File: src/rtl/word_store_serializer_pkg.sv
// Shared types and helpers for the byte-serial store path.
// Lane selection is the only endian-dependent piece.
package store_pkg;

  typedef enum logic [1:0] {
    S_IDLE,
    S_WRITE,
    S_DONE,
    S_ERR
  } state_t;

  localparam int BYTES_PER_WORD = 4;

  // Byte lane for address offset idx; big-endian puts offset 0 in [31:24].
  function automatic logic [7:0] byte_sel(
    input logic [31:0] data,
    input logic [1:0]  idx,
    input logic        big_endian
  );
    logic [1:0] lane;
    lane = big_endian ? ~idx : idx;
    return data[{lane, 3'b000} +: 8];
  endfunction

endpackage

File: src/rtl/word_store_serializer_be_next_sel.sv
// Finds the first enabled byte, or the next one above cur_idx.
// Purely combinational; lowest qualifying bit wins.
module be_next_sel
  import store_pkg::*;
(
  input  logic [3:0] be,
  input  logic [1:0] cur_idx,
  input  logic       first,
  output logic [1:0] next_idx,
  output logic       has_next
);

  logic [3:0] mask;
  logic [3:0] cand;

  always_comb begin
    mask     = first ? 4'hF : (4'hE << cur_idx);
    cand     = be & mask;
    next_idx = '0;
    for (int i = BYTES_PER_WORD - 1; i >= 0; i--) begin
      if (cand[i]) next_idx = 2'(i);
    end
    has_next = |cand;
  end

endmodule

File: src/rtl/word_store_serializer.sv
// Splits one 32-bit store into single-byte memory writes.
// Outputs decode from registers only; write port fields hold between stores.
module word_store_serializer
  import store_pkg::*;
#(
  parameter int ADDR_W     = 32,
  parameter bit BIG_ENDIAN = 1'b1
) (
  input  logic              clk_i,
  input  logic              rst_i,
  input  logic              req_valid_i,
  output logic              req_ready_o,
  input  logic [ADDR_W-1:0] req_addr_i,
  input  logic [31:0]       req_data_i,
  input  logic [3:0]        req_be_i,
  output logic              mem_we_o,
  output logic [ADDR_W-1:0] mem_addr_o,
  output logic [7:0]        mem_wd_o,
  input  logic              mem_stall_i,
  output logic              busy_o,
  output logic              done_o,
  output logic              err_o
);

  state_t state_q, state_n;

  logic [ADDR_W-3:0] base_q, base_n;
  logic [31:0]       data_q, data_n;
  logic [3:0]        be_q, be_n;
  logic [1:0]        idx_q, idx_n;
  logic [ADDR_W-1:0] maddr_q, maddr_n;
  logic [7:0]        wd_q, wd_n;

  logic       sel_first;
  logic [3:0] sel_be;
  logic [1:0] sel_idx;
  logic       sel_has;

  // In IDLE the selector looks at the incoming request directly.
  assign sel_first = (state_q == S_IDLE);
  assign sel_be    = sel_first ? req_be_i : be_q;

  be_next_sel u_sel (
    .be       (sel_be),
    .cur_idx  (idx_q),
    .first    (sel_first),
    .next_idx (sel_idx),
    .has_next (sel_has)
  );

  always_comb begin
    state_n = state_q;
    base_n  = base_q;
    data_n  = data_q;
    be_n    = be_q;
    idx_n   = idx_q;
    maddr_n = maddr_q;
    wd_n    = wd_q;
    unique case (state_q)
      S_IDLE: begin
        if (req_valid_i) begin
          base_n = req_addr_i[ADDR_W-1:2];
          data_n = req_data_i;
          be_n   = req_be_i;
          if (req_addr_i[1:0] != 2'b00) begin
            state_n = S_ERR;
          end else if (!sel_has) begin
            state_n = S_DONE;
          end else begin
            idx_n   = sel_idx;
            maddr_n = {req_addr_i[ADDR_W-1:2], sel_idx};
            wd_n    = byte_sel(req_data_i, sel_idx, BIG_ENDIAN);
            state_n = S_WRITE;
          end
        end
      end
      S_WRITE: begin
        if (!mem_stall_i) begin
          if (sel_has) begin
            idx_n   = sel_idx;
            maddr_n = {base_q, sel_idx};
            wd_n    = byte_sel(data_q, sel_idx, BIG_ENDIAN);
          end else begin
            state_n = S_DONE;
          end
        end
      end
      S_DONE:  state_n = S_IDLE;
      S_ERR:   state_n = S_IDLE;
      default: state_n = S_IDLE;
    endcase
  end

  always_ff @(posedge clk_i or posedge rst_i) begin
    if (rst_i) begin
      state_q <= S_IDLE;
      base_q  <= '0;
      data_q  <= '0;
      be_q    <= '0;
      idx_q   <= '0;
      maddr_q <= '0;
      wd_q    <= '0;
    end else begin
      state_q <= state_n;
      base_q  <= base_n;
      data_q  <= data_n;
      be_q    <= be_n;
      idx_q   <= idx_n;
      maddr_q <= maddr_n;
      wd_q    <= wd_n;
    end
  end

  assign req_ready_o = (state_q == S_IDLE);
  assign busy_o      = (state_q != S_IDLE);
  assign mem_we_o    = (state_q == S_WRITE);
  assign done_o      = (state_q == S_DONE);
  assign err_o       = (state_q == S_ERR);
  assign mem_addr_o  = maddr_q;
  assign mem_wd_o    = wd_q;

endmodule
File: config.mk
export PLATFORM = sky130hd
export DESIGN_NAME = word_store_serializer
export DESIGN_NICKNAME = d
export VERILOG_FILES = /design/src/rtl/word_store_serializer_pkg.sv /design/src/rtl/word_store_serializer_be_next_sel.sv /design/src/rtl/word_store_serializer.sv
export SDC_FILE = /design/constraint.sdc
export NUM_CORES = 1
export LEC_CHECK = 0
export ABC_AREA = 1
export BUFFER_PORTS_ARGS = -buffer_cell sky130_fd_sc_hd__buf_2
export CORE_ASPECT_RATIO = 0.9
export CORE_UTILIZATION = 30
export DETAILED_ROUTE_END_ITERATION = 12
export GPL_TIMING_DRIVEN = 0
export PLACE_DENSITY_LB_ADDON = 0.08
export SETUP_SLACK_MARGIN = 0.15
export SLEW_MARGIN = 25
export SYNTH_ARGS = -nofsm -noshare
export SYNTH_HDL_FRONTEND = slang
export SYNTH_SLANG_ARGS = --single-unit
File: constraint.sdc
create_clock -name clk_i -period 3.6 [get_ports clk_i]
set_input_delay 0.18 -clock clk_i [delete_from_list [all_inputs] [get_ports clk_i]]
set_output_delay 0.18 -clock clk_i [all_outputs]
set_load 0.005 [all_outputs]
# After elaboration in Yosys (flattened, before gate mapping)
# Index checks and enable logic that the tools add are counted.
dict set report op_classes {
  n_mux 29
  reduce_logical 10
  n_eq_ne 9
  n_shift 3
  n_bitwise 2
}
# operator n
set ops {}
lappend ops {{$mux 32} 5}
lappend ops {{$pmux 32 s2} 1}
lappend ops {{$shiftx 32x6->8} 2}
lappend ops {{$mux 8} 5}
lappend ops {{$mux 2} 13}
lappend ops {{$pmux 8 s2} 1}
lappend ops {{$mux 4} 2}
lappend ops {{$ne 2x2->1 const B} 4}
lappend ops {{$pmux 2 s3} 1}
lappend ops {{$reduce_and 6->1} 1}
lappend ops {{$reduce_bool 2->1} 3}
lappend ops {{$and 4x4->4} 1}
lappend ops {{$eq 2x2->1 const B} 2}
lappend ops {{$ne 2x1->1 const B} 2}
lappend ops {{$pmux 2 s2} 1}
lappend ops {{$reduce_and 4->1} 1}
lappend ops {{$reduce_or 4->1} 1}
lappend ops {{$shl 4x2->4 const A} 1}
lappend ops {{$reduce_and 3->1} 1}
lappend ops {{$eq 2x1->1 const B} 1}
lappend ops {{$logic_not 2->1} 1}
lappend ops {{$not 2->2} 1}
lappend ops {{$reduce_and 2->1} 1}
lappend ops {{$reduce_or 2->1} 1}
dict set report totals {
  elab_cells 60
  out_inout_bits 45
  in_bits 72
  regBits 110
}

# Longest topological paths before layout
# Gate-level depths: netlist of the first run.
dict set report logic_depth {
  word_depth 13
  ltp_mapped 14
  depth_no_buf 13
}

# Cells and area by module
# From an unflattened synthesis of the first run, not the netlist that was laid out.
dict set report hier_totals {
  hier_cells 713
  area_unflattened_um2 5408.9
}
# mod n_inst cells_per_inst seq_area_each_um2 area_per_inst_um2
set by_module_without_submodules {}
lappend by_module_without_submodules {word_store_serializer 1 697 2752.6 5328.9}
lappend by_module_without_submodules {be_next_sel 1 16 0.0 80.1}

# Worst setup path before layout of the first run
# Ideal clock, no wire load.
dict set report synth_timing {
  path_type {flip-flop to flip-flop}
  start {register state_q[0]}
  end {register wd_q[0], in the netlist mem_wd_o[0]}
  setup_time_ns 0.113
  n_path_buf 1
  required_ns 3.487
  arrival_ns 1.466
  path_stages_with_launch 12
  period_less_slack_ns 1.579
  path_slack_ns 2.021
  cell_sequence {dfrtp_1 > nor2_2 > nand2_1 > nand2_1 > inv_1 > nor2_1 > nand2_2 > nand3_4 > buf_2 > nand2_1 > nand2_1 > inv_1}
}
dict set report synth_between {
  elab_chain_cells 13
  word_cells_on_any_way 26
  classes_between {eq/ne: 6; shift: 2; mux: 12; bitwise: 2; reduce/logical: 4}
}
# item line_no
set synth_lines {}
lappend synth_lines {{start, declared} word_store_serializer.sv:25} ;# state_t state_q, state_n;
lappend synth_lines {{start signal, assigned} word_store_serializer.sv:104} ;# state_q <= state_n;
lappend synth_lines {{$logic_not 2->1 (*)} n/a}
lappend synth_lines {{net req_ready_o} word_store_serializer.sv:12} ;# output logic req_ready_o,
lappend synth_lines {{$mux 4, on equally long branches} {word_store_serializer.sv:41, word_store_serializer_be_next_sel.sv:17}}
lappend synth_lines {{$and 4x4->4} word_store_serializer_be_next_sel.sv:18} ;# cand = be & mask;
lappend synth_lines {{$mux 2 (4 in series)} word_store_serializer_be_next_sel.sv:21} ;# if (cand[i]) next_idx = 2'(i);
lappend synth_lines {{$not 2->2} word_store_serializer_pkg.sv:21} ;# lane = big_endian ? ~idx : idx;
lappend synth_lines {{$shiftx 32x6->8} word_store_serializer_pkg.sv:22} ;# return data[{lane, 3'b000} +: 8];
lappend synth_lines {{$mux 8} word_store_serializer.sv:67} ;# end else if (!sel_has) begin
lappend synth_lines {{$mux 8} word_store_serializer.sv:65} ;# if (req_addr_i[1:0] != 2'b00) begin
lappend synth_lines {{$mux 8} word_store_serializer.sv:61} ;# if (req_valid_i) begin
lappend synth_lines {{$pmux 8 s2} word_store_serializer.sv:59} ;# unique case (state_q)
lappend synth_lines {{end signal, assigned} word_store_serializer.sv:110} ;# wd_q <= wd_n;
lappend synth_lines {{end, declared} word_store_serializer.sv:32} ;# logic [7:0] wd_q, wd_n;
# The timed path passes the listed nets; every way through them passes the cells marked *. The select of a mux whose other input is x is not followed.
# A chain may end at the register's enable or synchronous reset.

# Final worst setup path of the first run
dict set report layout_timing {
  start {register state_q[1]}
  end {output port mem_we_o}
}
dict set report layout_between {
  elab_chain_cells 1
}
# item line_no
set layout_lines {}
lappend layout_lines {{$eq 2x1->1} word_store_serializer.sv:116} ;# assign mem_we_o = (state_q == S_WRITE);
lappend layout_lines {{end, declared} word_store_serializer.sv:16} ;# output logic mem_we_o,
# Every way passes these cells.

==> results of run 1 <==
## cell type report
cell class                 instances  area (sq um)
clock buffer                      10         239.0
timing repair buffer             118         618.1
multi-input combinational        437          2041
inverter                          93         356.6
tap                              235         294.0
clock inverter                     6         52.55
buffer                            39         205.2
fill                            1865         10580
sequential                       109          2728
## metrics by stage
step,utilization [%],worst slack [ns],area [sq um]
floorplan,-,0.5461,5325
global placement,36.22,-0.9873,6200
detailed placement,36.41,1.605,6232
CTS,38.17,1.446,6534
global route,38.17,1.331,6534
finish,38.17,1.477,6534
## how the worst min path moves through the flow
stage              startpoint        endpoint  slack [ns]  depth (start not counted)
2_1_floorplan  req_addr_i[30]  mem_addr_o[30]        0.33                          2
3_3_place_gp   req_addr_i[30]  mem_addr_o[30]        0.45                          3
3_5_place_dp            rst_i  mem_addr_o[14]        0.24                          2
4_1_cts         req_addr_i[3]   mem_addr_o[3]        0.06                          3
5_1_grt           req_be_i[1]         be_q[1]        0.07                          2
6_report        req_addr_i[8]   mem_addr_o[8]        0.08                          3
## flip-flops by register name, indices dropped and copies added (netlist names)
signal / count
base_q: 30
idx_q: 2
be_q: 3
mem_addr_o: 32
mem_wd_o: 8
state_q: 2
data_q: 32
## power by group through the flow
stage          Combinational, W  Sequential, W  Clock [W]
5_1_grt                 0.00370        0.00216    0.00108
3_5_place_dp            0.00325        0.00211          0
6_report                0.00320        0.00209   0.000990
4_1_cts                 0.00326        0.00210    0.00104
2_1_floorplan           0.00220        0.00209          0
3_3_place_gp            0.00321        0.00210          0
## cells in the mapped netlist
cell type / number / share of area [%]
mux2_2: 2 / 0.42
clkbuf_1: 17 / 1.2
nand3_1: 37 / 3.5
inv_4: 1 / 0.12
nand3b_1: 1 / 0.14
buf_4: 3 / 0.42
o21ai_2: 1 / 0.16
o211ai_1: 21 / 3.0
buf_2: 14 / 1.3
o211ai_2: 10 / 2.3
buf_1: 1 / 0.070
clkinv_1: 1 / 0.070
inv_1: 87 / 6.1
dfrtp_1: 109 / 51
a21oi_1: 30 / 2.8
nand3_2: 1 / 0.19
o21ai_1: 1 / 0.094
nand2_1: 224 / 16
nand2_2: 4 / 0.47
nor2_1: 35 / 2.5
nor2_2: 2 / 0.23
nand2_4: 1 / 0.21
nand3_4: 1 / 0.33
o21ai_0: 66 / 6.2
buf_6: 4 / 0.85
inv_2: 4 / 0.28
## what timing repair did
item | 4_1_cts | 5_1_grt
buffers inserted | 0 | 0
endpoints found under the hold margin | 44 | 0
hold buffers | 1 | 0
setup endpoints to repair | 0 | 0
## cell families after synthesis
family                 Yosys count  share of synthesized area, %
DFF                            109                         51.22
muxes                            2                        0.4229
buffers and inverters          132                         10.46
and+or+nand+nor                306                         23.31
AOI/OAI and AO/OA              129                         14.59
## tightest hold or removal path: cells and delay by family
family / cells / cell delay, ns
AO/OA/AOI/OAI: 1 / 0.09
buffers and inverters: 1 / 0.09
AND/OR/NAND/NOR: 1 / 0.06
## metal layers
metal / track usage [%] / share of wire, %
met1: 23.17 / 48
met2: 28.72 / 47
met3: 3.908 / 4.6
met4: 3.795 / 0.31
met5: 0 / 0
==> metrics.cfg, run 1 <==
[run_status]
status=complete, no violations

[floorplanning]
die_area_sq_mm=0.01829
die_w_um=142.4
core_sq_mm=0.01712
row_count=45
die_y_um=128.4
io_pins=117
initial_core_util_pct=31.11

[worst_setup_path]
critPathLaunchType=flip-flop
cp_slowest_cell=dfrtp_1
path_max_fanout=10
r2r_end=mem_addr_o[25]
worstSetupPathType=reg -> out
worstPathCellList=inv_2, nand2_2, inv_2, buf_4, buf_4, buf_2, buf_2
cp-startpoint=state_q[1]
endpoint_kind=output pin
critPathTopFamily=buffers and inverters
r2r_start=state_q[1]
cpPeakStageDelay_ns=0.42
required_ns=3.42
worst_ep_arrival_time_ns=1.94
cp_num_cells=7
cp.buffers_inverters=6
worstSetupEndpoint=mem_we_o
reg2reg_depth=9
r2r_slack_ns=1.58

[finish]
layout.cells.non_filler=1047
layout_commonest_cell=nand2_1
syn2layout_area_growth_pct=22.70
final_layout_size_suffix_gt1_share_pct=22.41
antenna_cells=0
layout_common_cells=nand2_1 (224), buf_2 (130), dfrtp_1 (109), inv_1 (86), o21ai_0 (66)
nets=879

[power]
total_power_w=0.006285
internal_power_w=0.003474
combPwrFrac_pct=50.9
p_leak_nw=3.528
p_sw_w=0.002810
p_clk_share_pct=15.8
vdd.ir_drop.worst_mv=0.3945
p_sw_share_pct=44.72
pwr-share-seq_pct=33.3
power-per-cell-area_mw_per_mm2=961.9

[detailed_routing]
remaining_drc_errors=0
drt_iter0_markers=201
route.vias.total=4655
drt-wirelength-per-cell_um=14.23
wl_mm=14.90
vias_per_cell=4.446
firstDrtPassIters=4
ant_nets=0

[synth]
synthesis.instances=678
avgSynthCellArea_sq_um=7.854
ys_types=26
syn_area_sq_mm=0.005325
ys_warn_count=0
ys_seq_elements=109
ys_seq_area_share_pct=51.22
syn_nets=750

[global_route]
grt_max_degree=66
grt_pass1_vias=4780
grt_usage_pct=17.35
grt_pass1_wl_mm=24.34
grt_antenna_before_repair=0
grt.overflow.total=0

[clock_network]
cts-resized-gates=0
clock_path_buffers=2
cts_tree=built
h-tree-depth=3
clock_latency_ns=0.36
cts-root-buf=clkbuf_16
cts.sinks=109
cts_buffers=9
clkTransAtPathRegs_ns=0.08

[sta]
skew_ns=0.01000
fin_setup_tns_ns=0
fin_crit_sh_pct=58.97
tightest_slew_ns=0.6390
maxSlewViolCount=0
rsz0062_at_grt=no
setup_viol=0
slew_headroom_pct=57.40
hold_viol_final=0
worst_hold_slack_ns=0.07807
fin_crit_ns=2.123
max_freq_mhz=471.1

[place]
hpwl_mm=10.89
place.gp.congestion=0.8124
io_buffers=116
placed_cells=1030

[worst_hold_path]
hold_class=in -> reg

[run]
maxCapViolations=0

No activity file was read; power rests on OpenSTA's default activity.
==> inputs of run 2 (changes only) <==
==> constraint.sdc (replaced) <==
create_clock -name clk_i -period 2.13 [get_ports clk_i]
set_input_delay 0.1065 -clock clk_i [delete_from_list [all_inputs] [get_ports clk_i]]
set_output_delay 0.1065 -clock clk_i [all_outputs]
set_load 0.005 [all_outputs]
==> run 2 against run 1 <==
Power grew 74%; critical endpoint unchanged; count of clock-buffer cells in the layout grew 1; sequential share of layout area shrank 0.76 points; sequential power grew 70%; global-route usage grew 0.20 points; combinational power grew 72%; clock skew grew 0.00081 ns; critical path type unchanged; non-clock buffer count grew 4; largest power group unchanged; via count grew 1.0%; register-to-register slack lost 1.3 ns; die area is the same; first-iteration DRC count shrank 12%.
==> metrics.cfg, run 2 (same netlist as run 1, synthesis figures left out) <==
[run]
maxCapViolations=0  ; unchanged

[finish]
nets=883  ; +0.46%
syn2layout_area_growth_pct=25.02
final_layout_size_suffix_gt1_share_pct=23.41  ; +0.99 points
layout_common_cells=nand2_1 (224), buf_2 (126), dfrtp_1 (108), inv_1 (86), o21ai_0 (65)
antenna_cells=0  ; unchanged
stdcell_area_sq_mm=0.006658  ; +1.9%
layout_commonest_cell=nand2_1

[floorplanning]
die_w_um=142.4  ; unchanged
io_pins=117  ; unchanged
core_sq_mm=0.01712  ; unchanged
die_area_sq_mm=0.01829  ; unchanged
die_y_um=128.4  ; unchanged
row_count=45  ; unchanged
initial_core_util_pct=31.11  ; unchanged

[clock_network]
clkTransAtPathRegs_ns=0.08  ; about the same
cts-root-buf=clkbuf_16
cts.sinks=109  ; unchanged
cts_tree=built
cts_buffers=9  ; unchanged
h-tree-depth=3  ; unchanged
clock_path_buffers=2  ; unchanged
clock_latency_ns=0.36  ; about the same

[worst_hold_path]
hold_class=in -> reg
worstHoldStart=req_addr_i[3]
worstHoldPathCells=3  ; unchanged
whs_endpoint=mem_addr_o[3]

[power]
p_leak_nw=3.590  ; +1.8%
vdd.ir_drop.worst_mv=0.7319  ; +86%
power-per-cell-area_mw_per_mm2=1641  ; +71%

[worst_setup_path]
critPathLaunchType=flip-flop
worstSetupPathType=reg -> out
r2r_slack_ns=0.26  ; -1.32 ns
required_ns=2.02  ; -1.40 ns
worstPathCellList=inv_2, nand2_4, inv_2, buf_4, buf_4, buf_6, buf_2
cp.buffers_inverters=6  ; unchanged
worst_ep_arrival_time_ns=1.79  ; -0.15 ns
cp_slowest_cell=dfrtp_1
r2r_end=mem_wd_o[4]
critPathTopFamily=buffers and inverters
r2r_start=state_q[1]
cpPeakStageDelay_ns=0.45  ; +0.03 ns
path_max_fanout=10  ; unchanged
reg2reg_depth=12  ; +3
endpoint_kind=output pin

[sta]
maxSlewViolCount=0  ; unchanged
skew_ns=0.01081  ; +0.0008095 ns
tightest_slew_ns=0.6828  ; +0.04381 ns
hold_viol_final=0  ; unchanged
fin_crit_sh_pct=89.03
max_freq_mhz=527.3
fin_crit_ns=1.896
slew_headroom_pct=54.38  ; -3.0 points
setup_slack_ns=0.2337  ; -1.243 ns
setup_viol=0  ; unchanged
rsz0062_at_grt=yes

[place]
dp_slack_ns=0.1058  ; -1.499 ns
hpwl_mm=11.10  ; +1.9%
placed_area_sq_mm=0.006264  ; +0.50%
io_buffers=116  ; unchanged
place.gp.congestion=0.8076  ; -0.59%

[global_route]
grt_pass1_vias=4677  ; -2.2%
grt.overflow.total=0  ; unchanged
grt_max_degree=31  ; -53%
grt_pass1_wl_mm=24.43  ; +0.39%
grt_usage_pct=17.55  ; +0.20 points
grt_antenna_before_repair=0  ; unchanged

[detailed_routing]
wl_mm=15.02  ; +0.80%
vias_per_cell=4.475  ; +0.65%
remaining_drc_errors=0  ; unchanged
drt-wirelength-per-cell_um=14.29  ; +0.42%
drt_iter0_markers=176  ; -12%
route.vias.total=4703  ; +1.0%
ant_nets=0  ; unchanged
firstDrtPassIters=5  ; +1

[run_status]
status=complete, no violations

-- run 2: cell count changes in the layout (fill, tap and decap cells not counted), moves of 2 or more --
cell / previous run / this run
clkbuf_4: 0 / 4
nor2_4: 0 / 2
clkbuf_1: 17 / 13
buf_2: 130 / 126
bufinv_16: 0 / 2
buf_12: 0 / 3
clkbuf_2: 0 / 4
inv_8: 2 / 0
-- run 2: layout make-up --
cell class,count,area (sq um)
Inverter,93,355.3
Multi-Input combinational cell,437,2058
Timing Repair Buffer,122,668.1
Clock buffer,11,242.7
Buffer,39,227.7
Clock inverter,5,82.58
Sequential cell,109,2729
Tap cell,235,294.0
Fill cell,1867,10460
-- run 2: how the worst max path moves through the flow --
stage	startpoint	endpoint	slack, ns	cells after the start
floorplan	state_q[0]	mem_wd_o[0]	0.55	11
global placement	rst_i	data_q[27]	-0.15	2
detailed placement	state_q[1]	mem_addr_o[28]	0.11	9
CTS	state_q[1]	mem_we_o	0.12	7
global route	state_q[1]	mem_we_o	0.13	7
finish	state_q[1]	mem_we_o	0.23	7
-- run 2: worst register-to-register path, cell delays in order (launching register included) --
cell	delay (ns)
dfrtp_1	0.45
inv_2	0.10
nand2_4	0.13
inv_2	0.05
buf_4	0.16
clkbuf_4	0.18
o21ai_0	0.31
inv_1	0.08
nand2_1	0.08
nand3_1	0.09
nand3_1	0.09
nand2_1	0.05
inv_1	0.04
-- run 2: metrics by stage --
| step | setup TNS (ns) | total power [W] | hold WS (ns) | std cells | utilization, % |
|---|---|---|---|---|---|
| 6_report | 0 | 0.01092 | 0.01238 | 1051 | 38.90 |
| 5_1_grt | 0 | 0.01200 | 0.01069 | 1051 | 38.90 |
| 4_1_cts | 0 | 0.01100 | 0.001826 | 1050 | 38.64 |
| 3_5_place_dp | 0 | 0.009089 | 0.2464 | 1032 | 36.59 |
| 3_3_place_gp | -15.60 | 0.008972 | 0.3757 | 1029 | 36.24 |
| 2_1_floorplan | 0 | 0.007257 | 0.2562 | 678 | - |
-- run 2: timing repair --
action,4_1_cts,5_1_grt
gates cloned,0,0
hold buffers,2,0
gates resized for setup,3,18
endpoints found under the hold margin,25,0
setup buffers,0,1
endpoints found under the setup margin,12,56
-- run 2: layer usage --
layer | wire length (um) | GRT usage [%] | up-vias | share of wire (%)
li1 | - | - | 2386 | -
met1 | 7147 | 22.94 | 2202 | 48
met2 | 7030 | 29.27 | 107 | 47
met3 | 725 | 3.796 | 8 | 4.8
met4 | 112 | 4.997 | 0 | 0.75
met5 | 0 | 0 | - | 0
-- run 2: power breakdown --
group | switching, W | internal (W)
registers | 0.000462 | 0.00309
clock network | 0.000778 | 0.00107
logic | 0.00350 | 0.00202
==> inputs of run 3 (changes only) <==
--- a/config.mk
+++ b/config.mk
@@ -7,11 +7,13 @@
 export LEC_CHECK = 0
 export ABC_AREA = 1
 export BUFFER_PORTS_ARGS = -buffer_cell sky130_fd_sc_hd__buf_2
+export CELL_PAD_IN_SITES_DETAIL_PLACEMENT = 1
+export CELL_PAD_IN_SITES_GLOBAL_PLACEMENT = 1
 export CORE_ASPECT_RATIO = 0.9
 export CORE_UTILIZATION = 30
 export DETAILED_ROUTE_END_ITERATION = 12
 export GPL_TIMING_DRIVEN = 0
-export PLACE_DENSITY_LB_ADDON = 0.08
+export PLACE_DENSITY = 0.67
 export SETUP_SLACK_MARGIN = 0.15
 export SLEW_MARGIN = 25
 export SYNTH_ARGS = -nofsm -noshare
==> run 3 against run 2 <==
Register-to-register slack better by 0.09 ns; first-iteration DRC count stayed put; sequential share of layout area is 0.36 points lower; count of clock-buffer cells in the layout stayed put; maximum frequency is 1.0% higher; power is 0.47% higher; critical path type unchanged; largest cell class unchanged; largest power group unchanged; highest routed layer unchanged.
==> metrics.cfg, run 3 (same netlist as run 1, synthesis figures left out) <==
[detailed_routing]
ant_nets=0  ; unchanged
drt_iter0_markers=176  ; unchanged
route.vias.total=4764  ; +1.3%
wl_mm=15.63  ; +4.1%
remaining_drc_errors=0  ; unchanged
vias_per_cell=4.511  ; +0.82%
drt-wirelength-per-cell_um=14.80  ; +3.6%
firstDrtPassIters=4  ; -1

[floorplanning]
die_area_sq_mm=0.01829  ; unchanged
io_pins=117  ; unchanged
row_count=45  ; unchanged
die_y_um=128.4  ; unchanged
die_w_um=142.4  ; unchanged
core_sq_mm=0.01712  ; unchanged
initial_core_util_pct=31.11  ; unchanged

[place]
dp_slack_ns=0.08595  ; -0.01987 ns
place.gp.congestion=0.7426  ; -8.0%
io_buffers=116  ; unchanged
placed_area_sq_mm=0.006291  ; +0.44%
hpwl_mm=11.85  ; +6.8%

[power]
total_power_w=0.01097  ; +0.47%
vdd.ir_drop.worst_mv=0.5220  ; -29%
p_leak_nw=3.613  ; +0.64%
power-per-cell-area_mw_per_mm2=1633  ; -0.47%

[global_route]
grt_usage_pct=18.49  ; +0.94 points
grt_pass1_wl_mm=25.74  ; +5.3%
grt_antenna_before_repair=1  ; +1
grt_pass1_vias=4926  ; +5.3%
grt.overflow.total=0  ; unchanged
grt_max_degree=31  ; unchanged

[finish]
layout_common_cells=nand2_1 (224), buf_2 (125), dfrtp_1 (107), inv_1 (86), o21ai_0 (66)
layout_commonest_cell=nand2_1
stdcell_area_sq_mm=0.006720  ; +0.94%
nets=887  ; +0.45%
final_layout_size_suffix_gt1_share_pct=23.78  ; +0.37 points
fin_util_pct=39.26  ; +0.37 points
syn2layout_area_growth_pct=26.20

[sta]
slew_headroom_pct=65.89  ; +12 points
setup_viol=0  ; unchanged
tightest_slew_ns=0.5117  ; -0.1711 ns
setup_slack_ns=0.2531  ; +0.01937 ns
fin_crit_sh_pct=88.12  ; -0.91 points
hold_viol_final=0  ; unchanged
rsz0062_at_grt=yes
skew_ns=0.01075  ; -0.00006610 ns
max_freq_mhz=532.8  ; +1.0%
maxSlewViolCount=0  ; unchanged
fin_crit_ns=1.877  ; -0.01937 ns

[worst_setup_path]
endpoint_kind=output pin
worst_ep_arrival_time_ns=1.77  ; -0.02 ns
path_max_fanout=10  ; unchanged
required_ns=2.02  ; about the same
critPathLaunchType=flip-flop
worstSetupPathType=reg -> out

[clock_network]
cts_tree=built
cts_buffers=9  ; unchanged
clock_latency_ns=0.37  ; about the same
h-tree-depth=3  ; unchanged
clkTransAtPathRegs_ns=0.08  ; about the same
cts-root-buf=clkbuf_16
cts.sinks=109  ; unchanged
clock_path_buffers=2  ; unchanged

[run_status]
status=complete, no violations

[worst_hold_path]
hold_class=in -> reg

[run]
maxCapViolations=0  ; unchanged

run 3: changes by cell type in the layout (fill, tap and decap cells not counted), moves of 2 or more:
cell           delta
clkbuf_1          -2
buf_6             +2
clkbuf_4          -2
dlygate4sd3_1     +3
clkbuf_2          +3
run 3: area by class of cell:
| class | count | area [sq um] |
|---|---|---|
| inverter | 93 | 355.3 |
| clock buffer | 11 | 242.7 |
| buffer | 39 | 245.2 |
| sequential | 109 | 2730 |
| tap | 235 | 294.0 |
| timing repair buffer | 126 | 725.7 |
| clock inverter | 5 | 66.31 |
| multi-input combinational | 437 | 2058 |
| fill | 2131 | 10400 |
| antenna | 1 | 2.502 |
run 3: critical path, cell delays in order (launching register included):
cell	delay, ns
dfrtp_2	0.45
inv_2	0.13
nand2_4	0.12
inv_2	0.08
buf_4	0.18
buf_8	0.17
buf_6	0.16
buf_2	0.12
run 3: path summary, 6_finish.rpt:
path | to | slack [ns] | from | cells past startpoint
hold reg to reg | mem_addr_o[8] | 0.47 | mem_addr_o[8] | 2
min in group asynchronous | mem_addr_o[8] | 0.33 | rst_i | 3
hold / removal | mem_addr_o[23] | 0.01 | req_addr_i[23] | 3
setup reg to reg | idx_q[1] | 0.35 | state_q[1] | 11
max in group asynchronous | data_q[27] | 1.13 | rst_i | 5
setup / recovery | mem_we_o | 0.25 | state_q[1] | 7
run 3: per-layer routing:
layer  vias up  global-route usage [%]  wire [um]
li1       2409                       -          -
met1      2258                   24.38       7561
met2        85                   31.03       7303
met3        12                   3.722        565
met4         0                   4.744        200
met5         -                       0          0
run 3: metrics by stage:
step / cells / TNS (ns) / hold slack [ns]
after floorplan: 678 / 0 / 0.2562
after global placement: 1029 / -17.49 / 0.3761
after detailed placement: 1033 / 0 / 0.1568
after CTS: 1053 / 0 / 0.001121
after global routing: 1055 / 0 / 0.001907
final: 1056 / 0 / 0.01195
run 3: where the power goes:
group | internal [W] | switching (W)
Sequential | 0.00309 | 0.000472
Combinational | 0.00207 | 0.00356
Clock | 0.000961 | 0.000819
Total | 0.00612 | 0.00485
run 3: repair_timing:
action	4_1_cts	5_1_grt
buffers inserted	0	1
hold buffers	4	1
pin swaps	0	1
gates cloned	0	0
setup endpoints to repair	35	66
gates resized for setup	5	23
hold endpoints to repair	22	1
